==> src/rtl/mlp_sequencer.sv <==
// mlp_sequencer: time-multiplexed controller for one shared neuron datapath.
// It walks every hidden neuron over NUM_INPUTS inputs, then every output
// neuron over SIZE_HIDDEN hidden results, keeping a running signed argmax of
// the output-layer results. The label goes out on a valid/ready handshake.
//
// Optional build macro: MLP_SEQ_SCORE_EN adds the label_score output, which
// exposes the best-score register next to the label.
module mlp_sequencer #(
  parameter int N           = 16,
  parameter int NUM_INPUTS  = 62,
  parameter int SIZE_HIDDEN = 20,
  parameter int SIZE_OUTPUT = 10,
  parameter int CLOG2_IN    = 6,
  parameter int CLOG2_HID   = 5,
  parameter int CLOG2_OUT   = 4
) (
  input  logic                 clk,
  input  logic                 rst,
  input  logic                 clk_en,
  input  logic                 in_valid,
  output logic                 in_ready,
  output logic                 layer_sel,
  output logic [CLOG2_HID-1:0] neuron_idx,
  output logic [CLOG2_IN-1:0]  x_idx,
  output logic                 mac_en,
  output logic                 mac_clr,
  output logic                 bias_en,
  output logic                 hid_we,
  input  logic [N-1:0]         res_data,
  output logic                 label_valid,
  input  logic                 label_ready,
`ifdef MLP_SEQ_SCORE_EN
  output logic [CLOG2_OUT-1:0] label,
  output logic [N-1:0]         label_score
`else
  output logic [CLOG2_OUT-1:0] label
`endif
);

  typedef enum logic [2:0] {
    S_IDLE,
    S_HID_MAC,
    S_HID_BIAS,
    S_HID_WB,
    S_OUT_MAC,
    S_OUT_BIAS,
    S_OUT_WB,
    S_DONE
  } state_e;

  // Last index of each loop, sized to the counter that walks it
  localparam logic [CLOG2_IN-1:0]  HID_X_LAST = CLOG2_IN'(NUM_INPUTS - 1);
  localparam logic [CLOG2_IN-1:0]  OUT_X_LAST = CLOG2_IN'(SIZE_HIDDEN - 1);
  localparam logic [CLOG2_HID-1:0] HID_N_LAST = CLOG2_HID'(SIZE_HIDDEN - 1);
  localparam logic [CLOG2_HID-1:0] OUT_N_LAST = CLOG2_HID'(SIZE_OUTPUT - 1);

  state_e                state_q, state_d;
  logic [CLOG2_HID-1:0]  nidx_q, nidx_d;
  logic [CLOG2_IN-1:0]   xidx_q, xidx_d;
  logic signed [N-1:0]   best_q, best_d;
  logic [CLOG2_OUT-1:0]  label_q, label_d;

  // Raw strobes decoded from state and x_idx; clk_en gating is applied at the ports
  logic mac_en_c, mac_clr_c, bias_en_c, hid_we_c;
  logic take_c;

  // Next-state, index/score update and strobe decode
  always_comb begin
    state_d   = state_q;
    nidx_d    = nidx_q;
    xidx_d    = xidx_q;
    best_d    = best_q;
    label_d   = label_q;
    mac_en_c  = 1'b0;
    mac_clr_c = 1'b0;
    bias_en_c = 1'b0;
    hid_we_c  = 1'b0;
    take_c    = 1'b0;
    case (state_q)
      S_IDLE: begin
        // in_ready is clk_en here, and the register only loads when clk_en is high
        if (in_valid) begin
          state_d = S_HID_MAC;
          nidx_d  = '0;
          xidx_d  = '0;
        end
      end
      S_HID_MAC: begin
        mac_en_c  = 1'b1;
        mac_clr_c = (xidx_q == '0);
        if (xidx_q == HID_X_LAST) begin
          xidx_d  = '0;
          state_d = S_HID_BIAS;
        end else begin
          xidx_d = xidx_q + CLOG2_IN'(1);
        end
      end
      S_HID_BIAS: begin
        bias_en_c = 1'b1;
        state_d   = S_HID_WB;
      end
      S_HID_WB: begin
        hid_we_c = 1'b1;
        if (nidx_q == HID_N_LAST) begin
          nidx_d  = '0;
          state_d = S_OUT_MAC;
        end else begin
          nidx_d  = nidx_q + CLOG2_HID'(1);
          state_d = S_HID_MAC;
        end
      end
      S_OUT_MAC: begin
        mac_en_c  = 1'b1;
        mac_clr_c = (xidx_q == '0);
        if (xidx_q == OUT_X_LAST) begin
          xidx_d  = '0;
          state_d = S_OUT_BIAS;
        end else begin
          xidx_d = xidx_q + CLOG2_IN'(1);
        end
      end
      S_OUT_BIAS: begin
        bias_en_c = 1'b1;
        state_d   = S_OUT_WB;
      end
      S_OUT_WB: begin
        // Neuron 0 seeds the argmax; later ones must be strictly greater so ties keep the lower index
        take_c = (nidx_q == '0) || ($signed(res_data) > best_q);
        if (take_c) begin
          best_d  = $signed(res_data);
          label_d = CLOG2_OUT'(nidx_q);
        end
        if (nidx_q == OUT_N_LAST) begin
          nidx_d  = '0;
          state_d = S_DONE;
        end else begin
          nidx_d  = nidx_q + CLOG2_HID'(1);
          state_d = S_OUT_MAC;
        end
      end
      S_DONE: begin
        if (label_ready) state_d = S_IDLE;
      end
      default: state_d = S_IDLE;
    endcase
  end

  // State, index and score registers; everything freezes while clk_en is low
  always_ff @(posedge clk or negedge rst) begin
    if (!rst) begin
      state_q <= S_IDLE;
      nidx_q  <= '0;
      xidx_q  <= '0;
      best_q  <= '0;
      label_q <= '0;
    end else if (clk_en) begin
      state_q <= state_d;
      nidx_q  <= nidx_d;
      xidx_q  <= xidx_d;
      best_q  <= best_d;
      label_q <= label_d;
    end
  end

  assign in_ready    = (state_q == S_IDLE) & clk_en;
  assign layer_sel   = (state_q == S_OUT_MAC) | (state_q == S_OUT_BIAS) | (state_q == S_OUT_WB);
  assign neuron_idx  = nidx_q;
  assign x_idx       = xidx_q;
  assign mac_en      = mac_en_c  & clk_en;
  assign mac_clr     = mac_clr_c & clk_en;
  assign bias_en     = bias_en_c & clk_en;
  assign hid_we      = hid_we_c  & clk_en;
  assign label_valid = (state_q == S_DONE);
  assign label       = label_q;
`ifdef MLP_SEQ_SCORE_EN
  assign label_score = best_q;
`endif

endmodule

==> config.mk <==
export PLATFORM = sky130hd
export DESIGN_NAME = mlp_sequencer
export DESIGN_NICKNAME = d
export VERILOG_FILES = /design/src/rtl/mlp_sequencer.sv
export SDC_FILE = /design/constraint.sdc
export NUM_CORES = 1
export LEC_CHECK = 0
export BUFFER_PORTS_ARGS = -buffer_cell sky130_fd_sc_hd__buf_2
export CAP_MARGIN = 20
export CORE_MARGIN = 5
export CORE_UTILIZATION = 35
export CTS_CLUSTER_DIAMETER = 100
export DETAILED_ROUTE_END_ITERATION = 8
export HOLD_SLACK_MARGIN = 0.06
export PLACE_DENSITY = 0.67
export SYNTH_ARGS = -nofsm -noshare
export SYNTH_HDL_FRONTEND = slang
export SYNTH_SLANG_ARGS = --single-unit
==> constraint.sdc <==
create_clock -name clk -period 2.1 [get_ports clk]
set_clock_uncertainty 0.1 [all_clocks]
set_input_delay 0.21 -clock clk [delete_from_list [all_inputs] [get_ports clk]]
set_output_delay 0.21 -clock clk [all_outputs]
set_load 0.02 [all_outputs]
==> results of run 1 <==
==> worst reg2reg max path, delay by kind of cell, from the launching register on <==
kind | cells | cell delay [ns]
and+or+nand+nor | 3 | 0.70
DFF | 1 | 0.34
muxes | 1 | 0.30
AOI/OAI and AO/OA | 2 | 0.27
buffers and inverters | 2 | 0.26
adders and majority gates | 1 | 0.26
==> through the flow <==
stage | utilization | setup WS, ns | setup TNS (ns) | std cells
6_report | 0.471 | -0.264 | -3.98 | 386
5_1_grt | 0.471 | -0.336 | -5.87 | 386
4_1_cts | 0.458 | -0.202 | -2.84 | 384
3_5_place_dp | 0.437 | -0.289 | -4.70 | 375
3_3_place_gp | 0.437 | -0.251 | -3.87 | 375
2_1_floorplan | - | -0.116 | -0.452 | 246
==> power by group through the flow <==
stage	Sequential, µW	Clock, µW	Combinational, µW
2_1_floorplan	909	0	471
3_3_place_gp	853	0	823
3_5_place_dp	857	0	838
4_1_cts	845	468	844
6_report	845	463	858
5_1_grt	868	500	972
==> state kept, by name, indices dropped and copies added (netlist names) <==
name,flops
x_idx,6
label,4
best_q,16
state_q,3
neuron_idx,5
==> logic make-up (layout without fill, tap and decap cells) <==
| logic type | Yosys count | after routing | synth area share |
|---|---|---|---|
| buf+inv | 36 | 101 | 0.0736 |
| flops | 34 | 34 | 0.388 |
| compound gates | 81 | 81 | 0.219 |
| fa+ha+maj | 22 | 22 | 0.125 |
| mux | 3 | 3 | 0.0205 |
| simple gates | 70 | 70 | 0.173 |
==> worst max path at each step <==
stage,end,slack (ns),cells after the start
final,label[1]$_DFFE_PN0P_,-0.26,9
after global routing,label[1]$_DFFE_PN0P_,-0.34,9
after CTS,label[1]$_DFFE_PN0P_,-0.20,9
after detailed placement,best_q[0]$_DFFE_PN0P_,-0.29,8
after global placement,label[0]$_DFFE_PN0P_,-0.25,8
after floorplan,best_q[0]$_DFFE_PN0P_,-0.12,9
==> routing by layer <==
metal / up-vias / global-route usage / wire (µm)
li1: 996 / - / -
met1: 929 / 0.192 / 2550
met2: 40 / 0.222 / 2510
met3: 8 / 0.0313 / 222
met4: 0 / 0.0284 / 53
met5: - / 0 / 0
==> final cells by class <==
cell class / count / share of cell area
Tap cell: 75 / 0.0332
Multi-Input combinational cell: 176 / 0.456
Clock inverter: 2 / 0.00355
Clock buffer: 5 / 0.0244
Inverter: 25 / 0.0332
Timing Repair Buffer: 69 / 0.148
Sequential cell: 34 / 0.301
==> cells in the final DEF (no fill, tap or decap), drive strengths merged, types with 2 or more instances in the layout <==
master,n
a21o,3
a21oi,12
a31oi,4
and2,2
and3,2
buf,68
clkbuf,5
clkinv,2
dfrtp,34
ha,22
inv,25
mux2,3
nand2,19
nand2b,7
nand3,8
nand3b,2
nand4,2
nand4bb,2
nor2,7
nor2b,3
nor3,7
o21ai,50
o31ai,3
o41ai,2
or2,3
==> repair_timing <==
action	4_1_cts	5_1_grt
gates cloned	0	0
setup buffers	1	2
endpoints found under the hold margin	34	0
hold buffers	1	0
pin swaps	2	6
setup endpoints to repair	20	27
resized for setup	7	21
==> results.sh, run 1 <==
export IMPL_outcome="complete, but fails checks"
export IMPL_failed_checks="negative setup slack"
export IMPL_antennaDiodeCount=0
export IMPL_syn_area_mm2=0.00219
export IMPL_viasPerCell=5.11
export IMPL_cts_tree="yes"
export IMPL_start_util=0.366
export IMPL_p_comb_frac=0.396
export IMPL_worstPathCellList="inv_2 > ha_4 > nand4_1 > buf_4 > nor3_4 > a41o_1 > a31oi_2 > or2_4 > mux2_4"
export IMPL_ir_worst_vdd_v=0.000376
export IMPL_seqCellArea_um2=851
export IMPL_path_buf_inv=2
export IMPL_max_cap_viol_count=0
export IMPL_portBuffers=42
export IMPL_yosysMostFrequentCell="o21ai_0"
export IMPL_p_seq_frac=0.390
export IMPL_cp_start_kind="flop"
export IMPL_wire_per_inst_um=13.8
export IMPL_pwr_share_clk=0.214
export IMPL_die_area_mm2=0.00795
export IMPL_place_area_mm2=0.00262
export IMPL_synth_nets=289
export IMPL_power_leakage_uw=0.00142
export IMPL_cts_max_level=2
export IMPL_finalInstanceArea_mm2=0.00282
export IMPL_arrival_ns=2.43
export IMPL_fin_crit_ns=2.36
export IMPL_cts_buffers=5
export IMPL_syn2layout_area_growth_pct=28.7
export IMPL_antenna_left=0
export IMPL_drt_iter0_drc=78
export IMPL_drv_slew=0
export IMPL_syn_avg_cell_area_um2=8.92
export IMPL_syn_instance_count=246
export IMPL_sw_frac_of_total=0.397
export IMPL_power_density_mw_per_mm2=768
export IMPL_grt_pass1_wl_um=8660
export IMPL_period_share=1.13
export IMPL_r2r_setup_slack_ns=-0.26
export IMPL_cpPeakStageDelay_ns=0.34
export IMPL_ys_top_cells_by_area="dfrtp_1 39%, ha_1 13%, o21ai_0 9.1%"
export IMPL_cp_required_ns=2.16
export IMPL_worst_pin_slew_ns=0.809
export IMPL_hold_path_startpoint="res_data[6]"
export IMPL_min_path_type="input pin to flop"
export IMPL_synth_top_area_cell="dfrtp_1"
export IMPL_synth_edf_count=0
export IMPL_hold_viol=0
export IMPL_grt_max_degree=35
export IMPL_fp_dieW_um=89.2
export IMPL_clkTransAtPathRegs_ns=0.07
export IMPL_setup_worst_path_class="flop to flop"
export IMPL_fin_nets=354
export IMPL_ios=43
export IMPL_yosysWarnings=0
export IMPL_drive_gt1_frac=0.338
export IMPL_switchingPower_uw=860
export IMPL_synthFlopType="dfrtp_1"
export IMPL_core_mm2=0.00599
export IMPL_cpLargestDelayFamily="simple AND/OR/NAND/NOR gates"
export IMPL_critPathSlowestCell="dfrtp_1"
export IMPL_synth_cell_types=44
export IMPL_r2r_start="best_q[13]$_DFFE_PN0P_"
export IMPL_yosysSeqAreaShare=0.388
export IMPL_antenna_found_initial=0
export IMPL_crit_fanout=6
export IMPL_gp_congestion=0.868
export IMPL_via_count=1973
export IMPL_grt_overflow=0
export IMPL_relSlewSlack=0.461
export IMPL_grt_pass1_vias=1921
export IMPL_cts_sinks=34
export IMPL_firstDrtPassIters=4
export IMPL_finalSetupViolations=20
export IMPL_synth_common_cells="40 x o21ai_0, 34 x dfrtp_1, 25 x inv_1"
export IMPL_fill_cells=610
export IMPL_r2r_end="label[1]$_DFFE_PN0P_"
export IMPL_clock_latency_ns=0.29
export IMPL_routed_wl_um=5340
export IMPL_dieHeight_um=89.2
export IMPL_cts_root_buf="clkbuf_8"
export IMPL_synth_top_area_frac=0.388
export IMPL_multiInputGateArea_mm2=0.00129
export IMPL_hpwl_um=3790
export IMPL_clockBufferDepth=2
export IMPL_ys_ff_latch=34
export IMPL_worstHoldEndpoint="best_q[6]$_DFFE_PN0P_"
export IMPL_hold_depth=3
export IMPL_worst_slack_ns=-0.264
export IMPL_p_int_uw=1310
export IMPL_grt_usage=0.139
export IMPL_critPathCaptureType="flop"
export IMPL_power_total_uw=2170
export IMPL_hold_slack_ns=0.0807
export IMPL_std_cell_rows=28
export IMPL_rsz0062_at_grt="yes"
export IMPL_fmax_mhz=423
export IMPL_startpoint="best_q[13]$_DFFE_PN0P_"
export IMPL_r2r_cells=9
export IMPL_drc=0
export IMPL_async_flop_share=1.00
Power figures use the tool's default switching activity.
==> run 2, diff against run 1 <==
Settings changed: SKIP_CTS_REPAIR_TIMING from default to 1, SKIP_LAST_GASP from default to 1.
==> run 2 against run 1 <==
Net effect:
- the flow still finishes with violations (negative setup slack)
- critical path type unchanged
- critical path depth shrank 1
- sequential power is essentially flat
- count of clock-buffer cells in the layout is the same
- final cell count shrank 0.52%
- worst hold slack lost 0.014 ns
- critical endpoint unchanged
- first-iteration DRC count shrank 18%
==> results.sh, run 2 (synthesis gave the netlist of run 1 again) <==
export IMPL_power_density_mw_per_mm2=765
export IMPL_antennaDiodeCount=0
export IMPL_seqCellArea_um2=851
export IMPL_min_path_type="input pin to flop"
export IMPL_hpwl_um=3790
export IMPL_largest_reg_flops=16
export IMPL_final_cell_mix="41 x buf_2, 34 x dfrtp_1, 27 x o21ai_0"
export IMPL_clkTransAtPathRegs_ns=0.07
export IMPL_clockBufferDepth=2
export IMPL_fmax_mhz=433
export IMPL_routed_wl_um=5290
export IMPL_drive_gt1_frac=0.333
export IMPL_antenna_left=0
export IMPL_failed_checks="negative setup slack"
export IMPL_setup_worst_path_class="flop to flop"
export IMPL_via_count=1960
export IMPL_sw_frac_of_total=0.396
export IMPL_fin_nets=352
export IMPL_grt_pass1_vias=1905
export IMPL_p_seq_frac=0.391
export IMPL_syn2layout_area_growth_pct=28.7
export IMPL_worst_pin_slew_ns=0.808
export IMPL_dieHeight_um=89.2
export IMPL_hold_viol=0
export IMPL_fp_dieW_um=89.2
export IMPL_period_share=1.10
export IMPL_cp_start_kind="flop"
export IMPL_fill_cells=609
export IMPL_hold_depth=3
export IMPL_r2r_start="best_q[12]$_DFFE_PN0P_"
export IMPL_r2r_setup_slack_ns=-0.21
export IMPL_power_leakage_uw=0.00142
export IMPL_viasPerCell=5.10
export IMPL_std_cell_rows=28
export IMPL_drv_slew=0
export IMPL_worstHoldEndpoint="best_q[6]$_DFFE_PN0P_"
export IMPL_switchingPower_uw=855
export IMPL_clock_latency_ns=0.28
export IMPL_wire_per_inst_um=13.8
export IMPL_top_register="best_q"
export IMPL_cts_max_level=2
export IMPL_p_int_uw=1310
export IMPL_grt_max_degree=35
export IMPL_outcome="complete, but fails checks"
export IMPL_grt_usage=0.137
export IMPL_multiInputGateArea_mm2=0.00129
export IMPL_cts_root_buf="clkbuf_8"
export IMPL_max_cap_viol_count=0
export IMPL_p_comb_frac=0.396
export IMPL_ir_worst_vdd_v=0.000377
export IMPL_power_total_uw=2160
export IMPL_start_util=0.366
export IMPL_cts_buffers=5
export IMPL_cts_tree="yes"
export IMPL_hold_path_startpoint="res_data[6]"
export IMPL_die_area_mm2=0.00795
export IMPL_rsz0062_at_grt="yes"
export IMPL_r2r_end="label[1]$_DFFE_PN0P_"
export IMPL_grt_overflow=0
export IMPL_r2r_cells=8
export IMPL_stdcell_count=384
export IMPL_portBuffers=42
export IMPL_dp_cells=375
export IMPL_crit_fanout=6
export IMPL_fin_crit_ns=2.31
export IMPL_antenna_found_initial=0
export IMPL_cts_sinks=34
export IMPL_drt_iter0_drc=64
export IMPL_critPathCaptureType="flop"
export IMPL_firstDrtPassIters=4
export IMPL_pwr_share_clk=0.213
export IMPL_cp_required_ns=2.16
export IMPL_drc=0
export IMPL_core_mm2=0.00599
export IMPL_worst_slack_ns=-0.207
export IMPL_relSlewSlack=0.462
export IMPL_finalSetupViolations=20
export IMPL_grt_pass1_wl_um=8590
export IMPL_preCtsSetupSlack_ns=-0.289
export IMPL_fin_util=0.471
export IMPL_layout_commonest_cell="buf_2"
export IMPL_ios=43
export IMPL_arrival_ns=2.37
export IMPL_gp_congestion=0.868
[run 2: worst max path at each step]
| stage | endpoint | depth (start not counted) | start | slack (ns) |
|---|---|---|---|---|
| after global routing | label[1]$_DFFE_PN0P_ | 9 | best_q[15]$_DFFE_PN0P_ | -0.29 |
| after global placement | label[0]$_DFFE_PN0P_ | 8 | best_q[13]$_DFFE_PN0P_ | -0.25 |
| after floorplan | best_q[0]$_DFFE_PN0P_ | 9 | best_q[13]$_DFFE_PN0P_ | -0.12 |
| after CTS | label[1]$_DFFE_PN0P_ | 8 | best_q[14]$_DFFE_PN0P_ | -0.32 |
| final | label[1]$_DFFE_PN0P_ | 8 | best_q[12]$_DFFE_PN0P_ | -0.21 |
| after detailed placement | best_q[0]$_DFFE_PN0P_ | 8 | best_q[13]$_DFFE_PN0P_ | -0.29 |
[run 2: stage by stage]
stage               hold slack, ns  TNS, ns  instance area [µm²]
finish                      0.0666    -2.47                 2820
global route                0.0746    -4.61                 2820
CTS                        -0.0558    -5.19                 2690
detailed placement           0.258    -4.70                 2620
global placement             0.256    -3.87                 2620
floorplan                   -0.186   -0.452                 2210
[run 2: worst max-delay path, stage by stage (launching register included)]
cell     delay [ns]
dfrtp_1        0.36
inv_1          0.07
ha_1           0.22
nand4_1        0.17
nor2_2         0.07
or4_1          0.49
a31oi_2        0.18
or2_4          0.21
mux2_4         0.31
[run 2: cell type report]
type,count,share of cell area
multi-input cells,176,0.459
flip-flops and latches,34,0.301
repair buffers,67,0.145
inverters,25,0.0332
well taps,75,0.0332
clock buffers,5,0.0244
clock inverters,2,0.00355
[run 2: layer usage]
layer / global-route usage / wire length (µm) / vias to the layer above
met5: 0 / 0 / -
met4: 0.0284 / 47 / 0
met3: 0.0313 / 200 / 4
met2: 0.219 / 2520 / 30
met1: 0.191 / 2530 / 934
li1: - / - / 992
[run 2: power by group through the flow]
stage               combinational, µW  clock, µW  sequential, µW
floorplan                         471          0             909
global placement                  823          0             853
global route                      971        500             868
finish                            856        459             845
CTS                               841        468             845
detailed placement                838          0             857
